--- src/rtl/instruction_fetch_unit.sv ---
// Fetch responder: turns a control-unit fetch request into one single-beat AXI4 read from ICCM.
// Zero-wait latency is 3 cycles from the sampled request to fetch_done; AR/R stalls add cycles one for one.
module instruction_fetch_unit #(
    parameter int               ID_W      = 4,
    parameter logic [ID_W-1:0]  AXI_ID    = '0,
    parameter logic [31:0]      NOP_INSTR = 32'h0000_0013
) (
    input  logic            clk,
    input  logic            reset,
    input  logic            fetch_en,
    input  logic [31:0]     fetch_address,
    output logic            fetch_done,
    output logic [31:0]     instruction,
    output logic            fetch_error,
    output logic            busy,
    output logic [31:0]     m_axi_araddr_iccm,
    output logic [1:0]      m_axi_arburst_iccm,
    output logic [ID_W-1:0] m_axi_arid_iccm,
    output logic [7:0]      m_axi_arlen_iccm,
    output logic [2:0]      m_axi_arsize_iccm,
    output logic            m_axi_arvalid_iccm,
    input  logic            m_axi_arready_iccm,
    input  logic [31:0]     m_axi_rdata_iccm,
    input  logic [ID_W-1:0] m_axi_rid_iccm,
    input  logic            m_axi_rlast_iccm,
    input  logic [1:0]      m_axi_rresp_iccm,
    input  logic            m_axi_rvalid_iccm,
    output logic            m_axi_rready_iccm
);

    localparam logic [1:0] IDLE = 2'd0;
    localparam logic [1:0] ADDR = 2'd1;
    localparam logic [1:0] DATA = 2'd2;
    localparam logic [1:0] DONE = 2'd3;

    logic [1:0]  state_q, state_d;
    logic [31:0] addr_q, addr_d;
    logic [31:0] instr_q, instr_d;
    logic        err_q, err_d;

    // Single-beat reads: RLAST carries no information here.
    logic unused_rlast;
    assign unused_rlast = m_axi_rlast_iccm;

    always_comb begin
        state_d = state_q;
        addr_d  = addr_q;
        instr_d = instr_q;
        err_d   = err_q;
        case (state_q)
            IDLE: begin
                if (fetch_en) begin
                    addr_d = fetch_address;
                    if (fetch_address[1:0] != 2'b00) begin
                        state_d = DONE;
                        err_d   = 1'b1;
                        instr_d = NOP_INSTR;
                    end else begin
                        state_d = ADDR;
                    end
                end
            end
            ADDR: begin
                if (m_axi_arready_iccm) state_d = DATA;
            end
            DATA: begin
                if (m_axi_rvalid_iccm) begin
                    state_d = DONE;
                    if (m_axi_rresp_iccm == 2'b00 && m_axi_rid_iccm == AXI_ID) begin
                        instr_d = m_axi_rdata_iccm;
                        err_d   = 1'b0;
                    end else begin
                        instr_d = NOP_INSTR;
                        err_d   = 1'b1;
                    end
                end
            end
            DONE:    state_d = IDLE;
            default: state_d = IDLE;
        endcase
    end

    always_ff @(posedge clk) begin
        if (reset) begin
            state_q <= IDLE;
            addr_q  <= '0;
            instr_q <= '0;
            err_q   <= 1'b0;
        end else begin
            state_q <= state_d;
            addr_q  <= addr_d;
            instr_q <= instr_d;
            err_q   <= err_d;
        end
    end

    assign fetch_done         = (state_q == DONE);
    assign fetch_error        = (state_q == DONE) && err_q;
    assign instruction        = instr_q;
    assign busy               = (state_q != IDLE);
    assign m_axi_araddr_iccm  = addr_q;
    assign m_axi_arvalid_iccm = (state_q == ADDR);
    assign m_axi_rready_iccm  = (state_q == DATA);
    assign m_axi_arburst_iccm = 2'b01;
    assign m_axi_arid_iccm    = AXI_ID;
    assign m_axi_arlen_iccm   = 8'd0;
    assign m_axi_arsize_iccm  = 3'b010;

endmodule

--- config.mk ---
export PLATFORM = sky130hd
export DESIGN_NAME = instruction_fetch_unit
export DESIGN_NICKNAME = d
export VERILOG_FILES = /design/src/rtl/instruction_fetch_unit.sv
export SDC_FILE = /design/constraint.sdc
export NUM_CORES = 1
export LEC_CHECK = 0
export ABC_AREA = 1
export ABC_CLOCK_PERIOD_IN_PS = 1550
export BUFFER_PORTS_ARGS = -buffer_cell sky130_fd_sc_hd__buf_2
export CAP_MARGIN = 10
export CORE_UTILIZATION = 40
export CTS_BUF_LIST = sky130_fd_sc_hd__clkbuf_8 sky130_fd_sc_hd__clkbuf_16
export DETAILED_ROUTE_END_ITERATION = 6
export PLACE_DENSITY_LB_ADDON = 0.05
export SYNTH_ARGS = -nofsm -noshare
export SYNTH_HDL_FRONTEND = slang
export SYNTH_SLANG_ARGS = --single-unit
--- constraint.sdc ---
create_clock -name clk -period 1.55 [get_ports clk]
set_clock_uncertainty 0.15 [all_clocks]
set_input_delay 0.2325 -clock clk [delete_from_list [all_inputs] [get_ports clk]]
set_output_delay 0.2325 -clock clk [all_outputs]
set_load 0.01 [all_outputs]
## Yosys cells after proc, flatten, opt, wreduce, memory -nomap -nowiden

Index checks and enable logic that the tools add are counted.

| cells by class | value |
|---|---|
| equality and inequality tests | 7 |
| muxes and demuxes | 15 |
| reductions and logical operators | 11 |

Operators with widths:

| kind | number |
|---|---|
| $mux 32 | 4 |
| $pmux 32 s2 | 1 |
| $mux 2 | 4 |
| $pmux 2 s4 | 1 |
| $ne 2x2->1 const B | 3 |
| $reduce_bool 2->1 | 3 |
| $eq 2x2->1 const B | 2 |
| $logic_not 2->1 | 2 |
| $logic_not 4->1 | 1 |
| $mux 1 | 4 |
| $reduce_and 4->1 | 1 |
| $reduce_and 3->1 | 1 |
| $eq 2x1->1 const B | 1 |
| $logic_and 1x1->1 | 2 |
| $ne 2x1->1 const B | 1 |
| $pmux 1 s2 | 1 |
| $reduce_and 2->1 | 1 |

| storage, ports and cells | value |
|---|---|
| bits in registers | 67 |
| input bits | 76 |
| output and inout port bits | 86 |
| logic and storage cells | 37 |

## Logic depth before layout (Yosys ltp)

| logic depth | value |
|---|---|
| word-level depth | 5 |
| depth in mapped cells | 10 |
| depth with buffers taken out | 9 |

## Least setup slack after synthesis

Ideal clock, no wire load.

| timing path | value |
|---|---|
| kind | register to register |
| start | register state_q[0] |
| end | register instr_q[10] (netlist: instruction[10]) |
| arrival | 1431 ps |
| setup slack | -144 ps |
| cell stages (with the launch flop) | 10 |
| path through | dfxtp_1 inv_1 ha_1 or2_1 nand2_1 nor2_2 buf_6 buf_6 nor2_1 nor2_1 |

| on the way | value |
|---|---|
| word-level cells in the longest chain between the ends | 3 |

RTL lines:

| what | line | source |
|---|---|---|
| start: declaration | 36 | `logic [1:0] state_q, state_d;` |
| start signal: assignment | 90 | `state_q <= state_d;` |
| $eq 2x2->1 * | n/a |  |
| net m_axi_rready_iccm | 28 | `output logic m_axi_rready_iccm` |
| $ne 2x2->1 (no source line) / $reduce_bool 2->1 (equally long branches) | n/a |  |
| $reduce_and 4->1 (no source line) | n/a |  |
| end signal: assignment | 92 | `instr_q <= instr_d;` |
| end: declaration | 38 | `logic [31:0] instr_q, instr_d;` |

The timed path passes the listed nets; every way through them passes the cells marked *.
A chain may end at the register's enable or synchronous reset.

## Worst setup path in the final report

| timing path | value |
|---|---|
| start | register state_q[0] |
| end | register instr_q[16] (netlist: instruction[16]) |

| on the way | value |
|---|---|
| word-level cells in the longest chain between the ends | 3 |

RTL lines:

| what | line | source |
|---|---|---|
| $eq 2x2->1 / $logic_not 2->1 (equally long branches) | 50 | `case (state_q)` |
| $ne 2x2->1 (no source line) / $reduce_bool 2->1 (equally long branches) | n/a |  |
| $reduce_and 4->1 (no source line) | n/a |  |

Parallel ways exist; a longest one is shown, timed or not.

==> summary.md <==
| Metric | Value |
|---|---|
| Worst-path cell chain | `inv_4 -> ha_4 -> or2_1 -> nand2_2 -> nor2_4 -> clkbuf_16 -> nand2_1 -> inv_1 -> nor2_1` |
| Drt first pass iters | `4` |
| Starting density of the core | `41.9%` |
| Longest Clk Path Bufs | `2` |
| Fmax | `627 MHz` |
| Most frequent cells in the layout | `buf_2 (139), nand2_1 (125), nor2_1 (115)` |
| Total Die Area | `8070 um2` |
| CORE AREA | `7370 um2` |
| Diodes inserted | `0` |
| Outcome | `finished with violations` |
| Met3 WL | `578 um` |
| Net count, final | `733` |
| CP max-delay cell | `dfxtp_2` |
| Yosys reg bits | `67` |
| # DRC | `0` |
| Metal-1 WL | `3.58 mm` |
| Pwr Density | `2000 nW/um2` |
| Distinct cells, synth | `20` |
| Worst hold stages | `3` |
| Wirelength per Cell | `11.1 um` |
| Required @ worst endpoint | `1650 ps` |
| Share of cells above drive strength 1 | `31.1%` |
| WL met2 | `4.11 mm` |
| Gr ovfl total | `0` |
| Largest net degree at the start of global routing | `33` |
| Final Hold Fails | `0` |
| Placer Congestion | `0.722` |
| Slew Viols, Final | `0` |
| Port Buffers | `143` |
| Area delta synth->final | `51.1%` |
| Clk Latency, worst-skew pair | `350 ps` |
| Num CTS Buffers | `9` |
| Vias in the first global route | `2937` |
| Slowest stage delay, CP | `340 ps` |
| Violated checks | `setup timing` |
| Avg Cell Area, Syn | `6.54 um2` |
| CTS H-tree depth | `3` |
| WP data arrival | `1690 ps` |
| Commonest non-fill, non-tap cell in the layout | `buf_2` |
| Post-route setup TNS | `-116 ps` |
| Die Ht | `89.8 um` |
| GRT Util Overall | `19.7%` |
| Clk sinks | `67` |
| Die width | `89.8 um` |
| DR vias | `3290` |
| Synth warnings | `0` |
| Gate Count Post-Synth | `472` |
| Synthesized cell area | `3090 um2` |
| Startpoint Class | `flip-flop` |
| Post-DP HPWL | `5.10 mm` |
| Num rows | `31` |
| Setup WS pre-CTS | `-9.04 ps` |
| Setup-failing EPs final | `6` |
| DR vias/cell | `4.35` |
| Clk slew on worst S/H paths | `80 ps` |
| VDD IR max | `0.787 mV` |
| RSZ-0062 raised after global routing | `true` |
| Max_cap viols | `0` |
| Final Cycle Share | `103%` |
| Critical path type | `reg -> reg` |
| Post-route minimum period | `1590 ps` |
| Crit end category | `flip-flop` |
| Worst reg2reg path depth | `9` |
| IO Pins | `162` |
| Drt total wl | `8.38 mm` |
| Hold/Removal Path Class | `in -> reg` |
| ANT nets after route | `0` |
| Root buffer cell | `clkbuf_8` |
| Highest net fanout along the worst path | `14` |
| Initial antenna violation count | `0` |
| Final WS setup | `-43.8 ps` |
| P_leak | `2.56 nW` |
| DR iter-0 viols | `74` |
| Wire length of the first global-routing pass | `13.0 mm` |
| Top Layer Used | `met4` |
| CTS tree | `built` |
| Post-synthesis sequential area ratio | `43.5%` |
| Hold slack | `8.25 ps` |
-- path summary, 6_finish.rpt --
path,slack (ps),endpoint,from
worst max register to register,-40,instruction[16]$_SDFFE_PP0P_,state_q[0]$_SDFFE_PP0P_
worst min-delay path,8,m_axi_araddr_iccm[28]$_SDFFE_PP0P_,fetch_address[28]
worst max-delay path,-40,instruction[16]$_SDFFE_PP0P_,state_q[0]$_SDFFE_PP0P_
worst min register to register,330,m_axi_araddr_iccm[27]$_SDFFE_PP0P_,m_axi_araddr_iccm[27]$_SDFFE_PP0P_
-- kinds of logic (layout without fill, tap and decap cells) --
| kind of cell | count (synthesis) | after routing | synth area share [%] |
|---|---|---|---|
| AOI/OAI and AO/OA | 36 | 36 | 5.96 |
| adders and majority gates | 5 | 5 | 2.03 |
| buffers and inverters | 103 | 273 | 15.8 |
| DFF | 67 | 67 | 43.5 |
| other | 2 | 17 | 0.243 |
| and+or+nand+nor | 259 | 259 | 32.5 |
-- sequential cells by signal, indices dropped and copies added (netlist names) --
| name | flops |
|---|---|
| instruction | 32 |
| state_q | 2 |
| m_axi_araddr_iccm | 32 |
| err_q | 1 |
-- synth_stat cells --
master	n	area [um2]
nor2_4	1	11.3
nor2_1	116	435
buf_6	2	22.5
buf_2	6	30.0
clkbuf_1	6	22.5
nand2_1	128	480
buf_1	3	11.3
nand2_2	1	6.26
conb_1	2	7.51
ha_1	5	62.6
or2_1	1	6.26
o21ai_0	34	170
or2_2	1	6.26
dfxtp_1	67	1340
inv_1	65	244
a21oi_1	1	5.00
o21ai_2	1	8.76
nand3_1	10	50.1
buf_4	21	158
nor2_2	1	6.26
-- power breakdown --
| group | internal [mW] | switching [mW] |
|---|---|---|
| Clock | 0.949 | 0.709 |
| Combinational | 2.24 | 2.71 |
| Sequential | 2.40 | 0.324 |
-- worst max-delay path: cells and delay by family (launching register included) --
kind                     cells  cell delay [ps]
AND/OR/NAND/NOR              5              490
flip-flops                   1              340
adder cells (fa/ha/maj)      1              160
buffers and inverters        3              350
-- stage by stage --
step	util [%]	total power, mW	instances	cell area, um2
floorplan	-	5.59	487	3170
global placement	53.6	6.86	707	3950
detailed placement	53.6	6.98	707	3950
CTS	61.1	8.87	750	4500
global route	63.3	10.1	756	4660
finish	63.3	9.33	756	4660
-- routing by layer --
metal	track usage, %	vias to the layer above
met5	0	-
met4	7.79	0
met3	5.41	11
met2	34.3	111
met1	22.8	1454
li1	-	1714
-- layout make-up --
type / count / area [um2]
fill: 691 / 2710
multi-input combinational: 317 / 1400
sequential: 67 / 1350
timing repair buffer: 192 / 1320
inverter: 65 / 249
clock buffer: 10 / 138
tap: 99 / 124
clock inverter: 6 / 88.8
-- repair_timing --
item,4_1_cts,5_1_grt
pin swaps,3,3
endpoints found under the hold margin,26,0
gates cloned,0,4
hold buffers,26,0
buffers inserted,1,2
gates resized for setup,14,12
endpoints found under the setup margin,17,37
Power figures use the tool's default switching activity.
